`config.mk`:
```
export PLATFORM = sky130hd
export DESIGN_NAME = fft_sample_loader
export DESIGN_NICKNAME = d
export VERILOG_FILES = /design/src/rtl/fft_sample_loader_pkg.sv /design/src/rtl/fft_sample_loader_bit_sync.sv /design/src/rtl/fft_sample_loader.sv
export SDC_FILE = /design/constraint.sdc
export NUM_CORES = 1
export LEC_CHECK = 0
export CAP_MARGIN = 20
export CORE_MARGIN = 4
export CORE_UTILIZATION = 35
export CTS_CLUSTER_SIZE = 40
export DETAILED_ROUTE_END_ITERATION = 6
export PLACE_DENSITY = 0.52
export SKIP_LAST_GASP = 1
export SLEW_MARGIN = 20
export SYNTH_ARGS = -nofsm -noshare
export SYNTH_HDL_FRONTEND = slang
export SYNTH_SLANG_ARGS = --single-unit
```
`constraint.sdc`:
```
create_clock -name clk -period 4.8 [get_ports clk]
set_input_delay 1.44 -clock clk [delete_from_list [all_inputs] [get_ports clk]]
set_output_delay 1.44 -clock clk [all_outputs]
set_load 0.01 [all_outputs]
```
`src/rtl/fft_sample_loader_pkg.sv`:
```
// Shared definitions for the FFT sample loader: default frame geometry and FSM states.
package fft_sample_loader_pkg;

    localparam int SPI_WIDTH = 8;
    localparam int N_SAMPLES = 32;
    localparam int ADDR_W    = $clog2(N_SAMPLES);

    typedef enum logic {
        ST_FILL = 1'b0,
        ST_HOLD = 1'b1
    } state_e;

endpackage

```
`src/rtl/fft_sample_loader_bit_sync.sv`:
```
// Parameterized flop-chain synchronizer for a single-bit signal entering the clk domain.
module bit_sync #(
    parameter int STAGES = 2
) (
    input  logic clk,
    input  logic reset_n,
    input  logic d_i,
    output logic q_o
);

    logic [STAGES-1:0] chain_q;

    // Shift the asynchronous input through the chain; oldest sample is the output
    always_ff @(posedge clk) begin
        if (!reset_n) begin
            chain_q <= '0;
        end else begin
            chain_q <= (chain_q << 1) | STAGES'(d_i);
        end
    end

    assign q_o = chain_q[STAGES-1];

endmodule

```
`src/rtl/fft_sample_loader.sv`:
```
// Ping-pong frame buffer between an SPI word receiver (sclk domain) and an FFT core.
// Words are written into the write bank; a full frame swaps banks and pulses fft_start.
module fft_sample_loader #(
    parameter int SPI_WIDTH   = fft_sample_loader_pkg::SPI_WIDTH,
    parameter int N_SAMPLES   = fft_sample_loader_pkg::N_SAMPLES,
    parameter int SYNC_STAGES = 2
) (
    input  logic                         clk,
    input  logic                         reset_n,
    input  logic                         received_wd,
    input  logic [SPI_WIDTH-1:0]         sample_in,
    input  logic                         cs,
    input  logic                         fft_busy,
    input  logic [$clog2(N_SAMPLES)-1:0] rd_addr,
    output logic [SPI_WIDTH-1:0]         rd_data,
    output logic                         fft_start,
    output logic                         bank_sel,
    output logic                         overflow
);

    import fft_sample_loader_pkg::*;

    localparam int AW = $clog2(N_SAMPLES);
    localparam int CW = $clog2(SYNC_STAGES + 1);

    logic                 wd_s;
    logic                 cs_s;
    logic                 wd_prev_q;
    logic                 armed_q;
    logic [CW-1:0]        settle_q;
    logic                 wd_evt;
    logic [SPI_WIDTH-1:0] word_q;
    logic                 wr_pend_q, wr_pend_d;
    logic [AW-1:0]        wr_ptr_q, wr_ptr_d;
    state_e               state_q, state_d;
    logic                 bank_sel_q, bank_sel_d;
    logic                 fft_start_q, fft_start_d;
    logic                 overflow_q, overflow_d;
    logic                 mem_we;
    logic [SPI_WIDTH-1:0] rd_data_q;
    logic [SPI_WIDTH-1:0] mem [2*N_SAMPLES];

    bit_sync #(.STAGES(SYNC_STAGES)) u_sync_wd (
        .clk     (clk),
        .reset_n (reset_n),
        .d_i     (received_wd),
        .q_o     (wd_s)
    );

    bit_sync #(.STAGES(SYNC_STAGES)) u_sync_cs (
        .clk     (clk),
        .reset_n (reset_n),
        .d_i     (cs),
        .q_o     (cs_s)
    );

    // Edge detector; arming waits until the chain holds post-reset samples and
    // has seen received_wd low, so a strobe still high at reset release is ignored
    always_ff @(posedge clk) begin
        if (!reset_n) begin
            wd_prev_q <= 1'b0;
            armed_q   <= 1'b0;
            settle_q  <= '0;
        end else begin
            wd_prev_q <= wd_s;
            if (settle_q != CW'(SYNC_STAGES)) begin
                settle_q <= settle_q + 1'b1;
            end else if (!wd_s) begin
                armed_q <= 1'b1;
            end
        end
    end

    assign wd_evt = armed_q & wd_s & ~wd_prev_q;

    // Capture the data bus on the event; it is stable long after the strobe, so no sync
    always_ff @(posedge clk) begin
        if (wd_evt) begin
            word_q <= sample_in;
        end
    end

    // FILL/HOLD control: write pending word, detect frame end, swap banks
    always_comb begin
        state_d     = state_q;
        wr_ptr_d    = wr_ptr_q;
        wr_pend_d   = 1'b0;
        bank_sel_d  = bank_sel_q;
        fft_start_d = 1'b0;
        overflow_d  = overflow_q;
        mem_we      = 1'b0;
        case (state_q)
            ST_FILL: begin
                if (cs_s) begin
                    // Deselect discards the partial frame, including a word in flight
                    wr_ptr_d = '0;
                end else begin
                    wr_pend_d = wd_evt;
                    if (wr_pend_q) begin
                        mem_we   = 1'b1;
                        wr_ptr_d = wr_ptr_q + 1'b1;
                        if (wr_ptr_q == AW'(N_SAMPLES - 1)) begin
                            if (fft_busy) begin
                                state_d = ST_HOLD;
                            end else begin
                                bank_sel_d  = ~bank_sel_q;
                                fft_start_d = 1'b1;
                            end
                        end
                    end
                end
            end
            ST_HOLD: begin
                if (wd_evt && !cs_s) begin
                    overflow_d = 1'b1;
                end
                if (!fft_busy) begin
                    state_d     = ST_FILL;
                    bank_sel_d  = ~bank_sel_q;
                    fft_start_d = 1'b1;
                end
            end
            default: state_d = ST_FILL;
        endcase
    end

    // Control state registers
    always_ff @(posedge clk) begin
        if (!reset_n) begin
            state_q     <= ST_FILL;
            wr_ptr_q    <= '0;
            wr_pend_q   <= 1'b0;
            bank_sel_q  <= 1'b0;
            fft_start_q <= 1'b0;
            overflow_q  <= 1'b0;
        end else begin
            state_q     <= state_d;
            wr_ptr_q    <= wr_ptr_d;
            wr_pend_q   <= wr_pend_d;
            bank_sel_q  <= bank_sel_d;
            fft_start_q <= fft_start_d;
            overflow_q  <= overflow_d;
        end
    end

    // Single write port into the current write bank
    always_ff @(posedge clk) begin
        if (mem_we) begin
            mem[{bank_sel_q, wr_ptr_q}] <= word_q;
        end
    end

    // Registered read port from the bank the FFT owns
    always_ff @(posedge clk) begin
        if (!reset_n) begin
            rd_data_q <= '0;
        end else begin
            rd_data_q <= mem[{~bank_sel_q, rd_addr}];
        end
    end

    assign rd_data   = rd_data_q;
    assign fft_start = fft_start_q;
    assign bank_sel  = bank_sel_q;
    assign overflow  = overflow_q;

endmodule

```
==> results of run 1 <==
==> synth_stat cells, drive strengths merged, types with 5 or more instances <==
cell type  number
and2           12
mux2            8
o21ai          13
nand3           6
o22ai          21
mux4          121
a22oi           5
nand2          23
a211oi         13
o211ai          6
nor2b          16
nand2b         12
a21oi          10
edfxtp        520
dfxtp          26
mux2i          33
nor2           78
buf            38
clkbuf         17
==> area by class of cell <==
cell class | count | share of cell area
Antenna cell | 1 | 0.000104
Clock buffer | 80 | 0.0632
Clock inverter | 21 | 0.00773
Inverter | 2 | 0.000313
Multi-Input combinational cell | 425 | 0.193
Sequential cell | 546 | 0.674
Tap cell | 773 | 0.0404
Timing Repair Buffer | 51 | 0.0216
==> sequential cells by signal, indices dropped and copies added, names as in the netlist <==
signal and cells:
mem 512, rd_data 8, word_q 8, wr_ptr_q 5, settle_q 2, u_sync_cs.chain_q 2, u_sync_wd.chain_q 2, armed_q 1
bank_sel 1, fft_start 1, overflow 1, state_q 1, wd_prev_q 1, wr_pend_q 1
==> cells by family (layout without fill, tap and decap cells) <==
kind of cell    Yosys count  in the layout  synth area share
simple gates            168            168            0.0384
compound gates           90             90            0.0289
mux                     162            162             0.149
xor+xnor                  2              2          0.000831
fa+ha+maj                 3              3           0.00178
other cells               0              1                 0
buf+inv                  57            154            0.0160
flops                   546            546             0.765
==> cells in the final DEF, fill, tap and decap left out, types with 7 or more instances in the layout <==
| cell | instances |
|---|---|
| a211oi_1 | 13 |
| a21oi_1 | 10 |
| and2_1 | 12 |
| buf_4 | 19 |
| clkbuf_1 | 23 |
| clkbuf_16 | 57 |
| clkdlybuf4s50_1 | 25 |
| clkinv_1 | 7 |
| dfxtp_1 | 26 |
| edfxtp_1 | 520 |
| mux2_2 | 8 |
| mux2i_1 | 33 |
| mux4_2 | 121 |
| nand2_1 | 23 |
| nand2b_1 | 12 |
| nor2_1 | 78 |
| nor2b_1 | 16 |
| o21ai_0 | 13 |
| o22ai_1 | 21 |
==> metal layers <==
layer	vias to the layer above	track usage
li1	4339	-
met2	321	0.236
met3	83	0.0529
met1	5262	0.215
met4	2	0.0391
met5	-	0
==> where the power goes <==
group          switching, µW  internal [µW]  total (µW)  leakage (µW)
registers               15.9           5180        5200       0.00489
clock network           1740           2340        4080      0.000812
logic                    220            178         398       0.00166
total                   1970           7700        9680       0.00735
==> worst register-to-register path: cells and delay by family (launching register included) <==
family	cells	cell delay, ns
simple gates	4	2.48
flops	1	0.42
==> worst min-delay path by stage <==
stage	to	from
after global routing	u_sync_wd.chain_q[1]	u_sync_wd.chain_q[0]
after CTS	u_sync_cs.chain_q[1]	u_sync_cs.chain_q[0]
after floorplan	u_sync_cs.chain_q[1]	u_sync_cs.chain_q[0]
after detailed placement	u_sync_cs.chain_q[1]	u_sync_cs.chain_q[0]
final	u_sync_cs.chain_q[1]	u_sync_cs.chain_q[0]
after global placement	u_sync_wd.chain_q[1]	u_sync_wd.chain_q[0]
==> metrics by stage <==
step | power, µW | util
finish | 9680 | 0.404
global route | 10000 | 0.403
CTS | 9790 | 0.403
detailed placement | 5710 | 0.375
global placement | 5710 | 0.375
floorplan | 5560 | -
==> impl_metrics.ini, run 1 <==
[run_status]
status = finished, final reports clean

[synthesis]
postSynthCellCount = 1028
ys_warn_count = 0
synth_area_mm2 = 0.0211
synthArstFlopShare = 0
synth.avg_cell_area_um2 = 20.5
yosysTopAreaCell = edfxtp_1
syn_nets = 1049
synth.yosys.seq_area_share = 0.765
synth_top_cell_area_share = 0.740
synth_edf_count = 520
synthFlopType = edfxtp_1
ys_top_cells_by_area = edfxtp_1 74%, mux4_2 13%, dfxtp_1 2.5%
yosysUniqueCellTypes = 43
synth_seq_cells = 546

[critical_path]
crit_cells = 1
worst_setup_path_endpoint = bank_sel
critPathBufInv = 1
worstReg2RegStart = wr_pend_q
arrival_ns = 2.05
crit_start = bank_sel
critPathMaxFanout = 12
r2r_cells = 4
r2r-end = mem[30][5]
critPathRequiredTime_ns = 3.36
slowest_stage = dfxtp_1
cp-end-kind = output port
worst_setup_path_start_kind = register
max_stage_delay_ns = 0.78
crit_chain = clkdlybuf4s50_1
path_class = register to output port
reg2reg_slack_ns = 1.53
crit_family = flip-flops

[grt]
antenna_found_initial = 2
grt_pass1_vias = 10200
grt_pass1_wl_um = 71900
grt_max_degree = 65
global_route.usage.total = 0.154
overflow = 0

[clock_network]
cts-root-buf = clkbuf_16
clk_pin_slew_ns = 0.06
post-cts-setup-buffers = 0
cts_buffers = 55
htree_levels = 2
cts_buffer_depth = 3
cts_sinks = 546
worstSkewPairLatency_ns = 0.60
cts-hold-fix-buffers = 0
cts_tree = yes
cts_resized = 0

[pwr]
max-vdd-ir-drop_mv = 0.306
p_per_area_mw_per_mm2 = 404
p_leak_uw = 0.00735

[sta]
worstMarginPinSlew_ns = 1.13
rsz0062_at_grt = false
slew_headroom = 0.245
slew_viol_final = 0
final.setup.tns_ns = 0
fin_crit_ns = 3.49
max_freq_mhz = 287
fin_skew_ns = 0.0156
period_share = 0.726
timing.hold.ws_ns = 0.436
worst_slack_ns = 1.31
setup_violations = 0
hold_viol = 0

[layout]
drive_gt1_frac = 0.205
multiInputGateArea_mm2 = 0.00462
layout.nets = 1102
final_cell_area_mm2 = 0.0239
syn_to_final_growth_pct = 13.5
final_cells = 1899
num-fill-cells = 5243
ff_latch_area_mm2 = 0.0161

[floorplanning]
die_h_um = 253
dieArea_mm2 = 0.0643
die_w_um = 253
core_mm2 = 0.0594
start_util = 0.355
num_io_pins = 29
row_count = 89

[route]
route.detailed.drc = 0
drt-met1-wl_um = 21100
drt-total-wl_um = 49300
top_layer_used = met5
wl_per_cell_um = 26.0
firstDrtPassIters = 5
routed_via_density = 5.27
met2_length_um = 22700
ant_nets = 0
drtIter0Drc = 814
dr_wl_met3_um = 4280
vias = 10000

[placed_design]
io_buffers = 28
dp_cells = 1797
dp_slack_ns = 1.07
place_area_mm2 = 0.0222
hpwl_um = 29500
gp_congestion = 0.882

[min_path]
hold_depth = 1
hold_path_class = register to register

[job]
max_cap_violations = 0
Note: power is estimated with default switching activity, not from simulation.
==> run 2, diff against run 1 <==
==> constraint.sdc (replaced) <==
create_clock -name clk -period 3.3 [get_ports clk]
set_input_delay 0.99 -clock clk [delete_from_list [all_inputs] [get_ports clk]]
set_output_delay 0.99 -clock clk [all_outputs]
set_load 0.01 [all_outputs]
==> run 2 against run 1 <==
  * Via count grew 3.4%
  * Combinational power grew 57%
  * Non-clock buffer count grew 98
  * Global-route usage grew 0.42 points
  * Count of clock-buffer cells in the layout shrank 2
  * Wire length grew 2.2%
  * Cell area grew 3.5%
  * Sequential share of layout area shrank 2.3 points
  * Critical endpoint unchanged
==> impl_metrics.ini, run 2 (same netlist as run 1, synthesis figures left out) <==
[layout]
num-fill-cells = 5231
final_util = 0.418
regMostFlops = mem
layout.nets = 1201
antenna_cells = 0
final_cell_mix = 520 x edfxtp_1, 121 x mux4_2, 108 x buf_4
final_common_cell = edfxtp_1
drive_gt1_frac = 0.268
ff_latch_area_mm2 = 0.0161
syn_to_final_growth_pct = 17.6
final_cells = 1995
multiInputGateArea_mm2 = 0.00462
largest_reg_flops = 512

[placed_design]
dp_cells = 1895
hpwl_um = 32200
dp_slack_ns = 0.131
gp_congestion = 0.842
io_buffers = 28

[critical_path]
crit_family = flip-flops
crit_chain = clkdlybuf4s50_1
critPathMaxFanout = 12
reg2reg_slack_ns = 0.68
worstReg2RegStart = wr_pend_q
path_class = register to output port
critPathBufInv = 1
r2r_cells = 6
cp-end-kind = output port
arrival_ns = 2.08
crit_start = bank_sel
worst_setup_path_start_kind = register
critPathRequiredTime_ns = 2.31
r2r-end = mem[14][6]
slowest_stage = dfxtp_1
max_stage_delay_ns = 0.80

[floorplanning]
row_count = 89
core_mm2 = 0.0594
num_io_pins = 29
die_w_um = 253
start_util = 0.355
dieArea_mm2 = 0.0643
die_h_um = 253

[route]
drt-total-wl_um = 50400
route.detailed.drc = 0
vias = 10400
ant_nets = 0
wl_per_cell_um = 25.3
firstDrtPassIters = 4
drtIter0Drc = 872
routed_via_density = 5.19

[pwr]
power_frac_seq = 0.537
max-vdd-ir-drop_mv = 0.349
clkPwrFrac = 0.419
power.switching_uw = 2870
p_leak_uw = 0.00792
p_comb_frac = 0.044
p_per_area_mw_per_mm2 = 568
switching_share = 0.204
intPower_uw = 11200

[sta]
rsz0062_at_grt = false
timing.hold.ws_ns = 0.432
hold_viol = 0
final.setup.tns_ns = 0
max_freq_mhz = 326
slew_viol_final = 0
slew_headroom = 0.405
fin_skew_ns = 0.0181
setup_violations = 0
fin_crit_ns = 3.07
period_share = 0.930
worst_slack_ns = 0.231
worstMarginPinSlew_ns = 0.889

[grt]
antenna_found_initial = 0
overflow = 0
grt_pass1_vias = 10600
grt_pass1_wl_um = 74400
global_route.usage.total = 0.159
grt_max_degree = 65

[min_path]
hold_depth = 1
whs_endpoint = u_sync_cs.chain_q[1]
worstHoldStart = u_sync_cs.chain_q[0]
hold_path_class = register to register

[clock_network]
cts-root-buf = clkbuf_16
cts-hold-fix-buffers = 0
worstSkewPairLatency_ns = 0.61
clk_pin_slew_ns = 0.06
post-cts-setup-buffers = 0
cts_buffers = 56
htree_levels = 2
cts_buffer_depth = 3
cts_resized = 0
cts_sinks = 546
cts_tree = yes

[run_status]
status = finished, final reports clean

[job]
max_cap_violations = 0
-- run 2: cell count changes in the layout (fill, tap and decap cells not counted), sizes merged --
cell      change
clkbuf        -2
clkinv        +7
buf          +98
bufinv        -1
diode         -1
inv           -1
clkinvlp      -4
-- run 2: worst max-delay path by stage --
stage                            end  depth (start not counted)
after floorplan           rd_data[6]                          8
after global placement    rd_data[7]                          8
after detailed placement  rd_data[5]                          7
after CTS                   bank_sel                          1
after global routing        bank_sel                          1
final                       bank_sel                          1
-- run 2: power by group through the flow --
stage	Sequential, µW	Combinational, µW	Clock (µW)
after CTS	7560	636	6050
after floorplan	7720	367	0
final	7560	624	5900
after global routing	7560	670	6380
after global placement	7710	630	0
after detailed placement	7710	635	0
-- run 2: per-layer routing --
| layer | wire, µm | vias up | GRT usage |
|---|---|---|---|
| met2 | 23800 | 266 | 0.251 |
| met5 | 0 | - | 0 |
| met1 | 22700 | 5501 | 0.229 |
| li1 | - | 4528 | - |
| met4 | 1050 | 0 | 0.0380 |
| met3 | 2870 | 57 | 0.0320 |
-- run 2: area by class of cell --
class                           instances  area share
Clock inverter                         22     0.00651
Timing Repair Buffer                  149      0.0551
Sequential cell                       546       0.651
Inverter                                2    0.000303
Tap cell                              773      0.0390
Multi-Input combinational cell        425       0.186
Clock buffer                           78      0.0620
-- run 2: through the flow --
stage | total power [µW] | cell area, µm²
after global routing | 14600 | 24800
after floorplan | 8090 | 21100
after detailed placement | 8340 | 23100
final | 14100 | 24800
after global placement | 8340 | 23100
after CTS | 14300 | 24800
==> run 3, diff against run 2 <==
--- a/config.mk
+++ b/config.mk
@@ -8,6 +8,7 @@
 export CAP_MARGIN = 20
 export CORE_MARGIN = 4
 export CORE_UTILIZATION = 35
+export CTS_CLUSTER_DIAMETER = 80
 export CTS_CLUSTER_SIZE = 40
 export DETAILED_ROUTE_END_ITERATION = 6
 export PLACE_DENSITY = 0.52
==> run 3 against run 2 <==
  * Fmax down 0.24%
  * Combinational power hardly changed
  * Global-route usage down 0.37 points
  * Sequential power barely moved
  * Cell area down 2.9%
  * Die area unchanged
  * Critical path depth stayed put
  * Total power is 12% lower
  * Count of clock-buffer cells in the layout is 51 lower
  * First-iteration DRC count is 7.1% lower
  * Clock skew increased by 0.0087 ns
  * Largest cell class unchanged
  * Largest power group unchanged
  * Highest routed layer unchanged
==> impl_metrics.ini, run 3 (same netlist as run 1, synthesis figures left out) <==
[layout]
final_cells = 1943
final_cell_mix = 520 x edfxtp_1, 121 x mux4_2, 108 x buf_4
drive_gt1_frac = 0.262
antenna_cells = 0
layout.nets = 1171
num-fill-cells = 5271
multiInputGateArea_mm2 = 0.00462
regMostFlops = mem
largest_reg_flops = 512
ff_latch_area_mm2 = 0.0161
syn_to_final_growth_pct = 14.2
final_common_cell = edfxtp_1

[sta]
fin_crit_ns = 3.08
final.setup.tns_ns = 0
rsz0062_at_grt = false
fin_skew_ns = 0.0268
max_freq_mhz = 325
hold_viol = 0
setup_violations = 0
slew_viol_final = 0
worstMarginPinSlew_ns = 0.885
period_share = 0.932
worst_slack_ns = 0.224
slew_headroom = 0.408

[clock_network]
post-cts-setup-buffers = 0
cts_sinks = 546
cts-root-buf = clkbuf_16
cts_resized = 0
cts_buffer_depth = 3
worstSkewPairLatency_ns = 0.61
cts-hold-fix-buffers = 0
cts_buffers = 26
cts_tree = yes
htree_levels = 1
clk_pin_slew_ns = 0.11

[floorplanning]
core_mm2 = 0.0594
die_h_um = 253
row_count = 89
start_util = 0.355
num_io_pins = 29
die_w_um = 253
dieArea_mm2 = 0.0643

[route]
drtIter0Drc = 810
wl_per_cell_um = 25.5
route.detailed.drc = 0
drt-total-wl_um = 49500
routed_via_density = 5.24
firstDrtPassIters = 5
ant_nets = 0
vias = 10200

[placed_design]
dp_cells = 1895
hpwl_um = 32200
gp_congestion = 0.842
dp_slack_ns = 0.131
io_buffers = 28

[critical_path]
crit_family = flip-flops
path_class = register to output port
max_stage_delay_ns = 0.82
critPathMaxFanout = 12
crit_chain = clkdlybuf4s50_1
critPathRequiredTime_ns = 2.31
cp-end-kind = output port
arrival_ns = 2.09
slowest_stage = dfxtp_1
critPathBufInv = 1
worst_setup_path_start_kind = register

[run_status]
status = finished, final reports clean

[pwr]
p_leak_uw = 0.00756
max-vdd-ir-drop_mv = 0.347
p_per_area_mw_per_mm2 = 512

[grt]
overflow = 0
grt_pass1_vias = 10300
grt_max_degree = 65
global_route.usage.total = 0.155
antenna_found_initial = 0
grt_pass1_wl_um = 73000

[min_path]
hold_path_class = register to register

[job]
max_cap_violations = 0
-- run 3: cell types whose count changed in the layout (fill, tap and decap cells not counted), sizes merged --
cell,change
clkbuf,-51
inv,+10
bufinv,-2
clkinvlp,+3
clkinv,-12
-- run 3: stage by stage --
step                       util  total power, µW  hold slack (ns)  instance area, µm²
after CTS                 0.406            12500            0.448               24100
after global placement    0.389             8340            0.419               23100
after floorplan               -             8090            0.412               21100
after global routing      0.406            12800            0.467               24100
final                     0.406            12300            0.444               24100
after detailed placement  0.389             8340            0.421               23100
-- run 3: cell type report --
cell class                 instances  share of cell area
timing repair buffer             149              0.0567
multi-input combinational        425               0.192
sequential                       546               0.670
clock buffer                      27              0.0281
clock inverter                    21              0.0129
tap                              773              0.0402
inverter                           2            0.000312
-- run 3: worst paths after layout --
| kind | startpoint | endpoint | slack [ns] | cells after the start |
|---|---|---|---|---|
| worst min register to register | u_sync_cs.chain_q[0] | u_sync_cs.chain_q[1] | 0.44 | 1 |
| worst min-delay path | u_sync_cs.chain_q[0] | u_sync_cs.chain_q[1] | 0.44 | 1 |
| worst max register to register | wr_pend_q | mem[14][7] | 0.65 | 6 |
| worst max-delay path | bank_sel | bank_sel | 0.22 | 1 |
-- run 3: layer usage --
| metal | routed length (µm) | vias to the layer above | GRT usage |
|---|---|---|---|
| li1 | - | 4448 | - |
| met2 | 23600 | 234 | 0.250 |
| met5 | 0 | - | 0 |
| met1 | 22600 | 5461 | 0.229 |
| met4 | 914 | 0 | 0.0277 |
| met3 | 2450 | 41 | 0.0233 |
-- run 3: report_power, final --
| group | switching (µW) | total (µW) | internal [µW] |
|---|---|---|---|
| combinational | 330 | 624 | 294 |
| clock | 2460 | 4160 | 1690 |
| sequential | 22.2 | 7550 | 7530 |
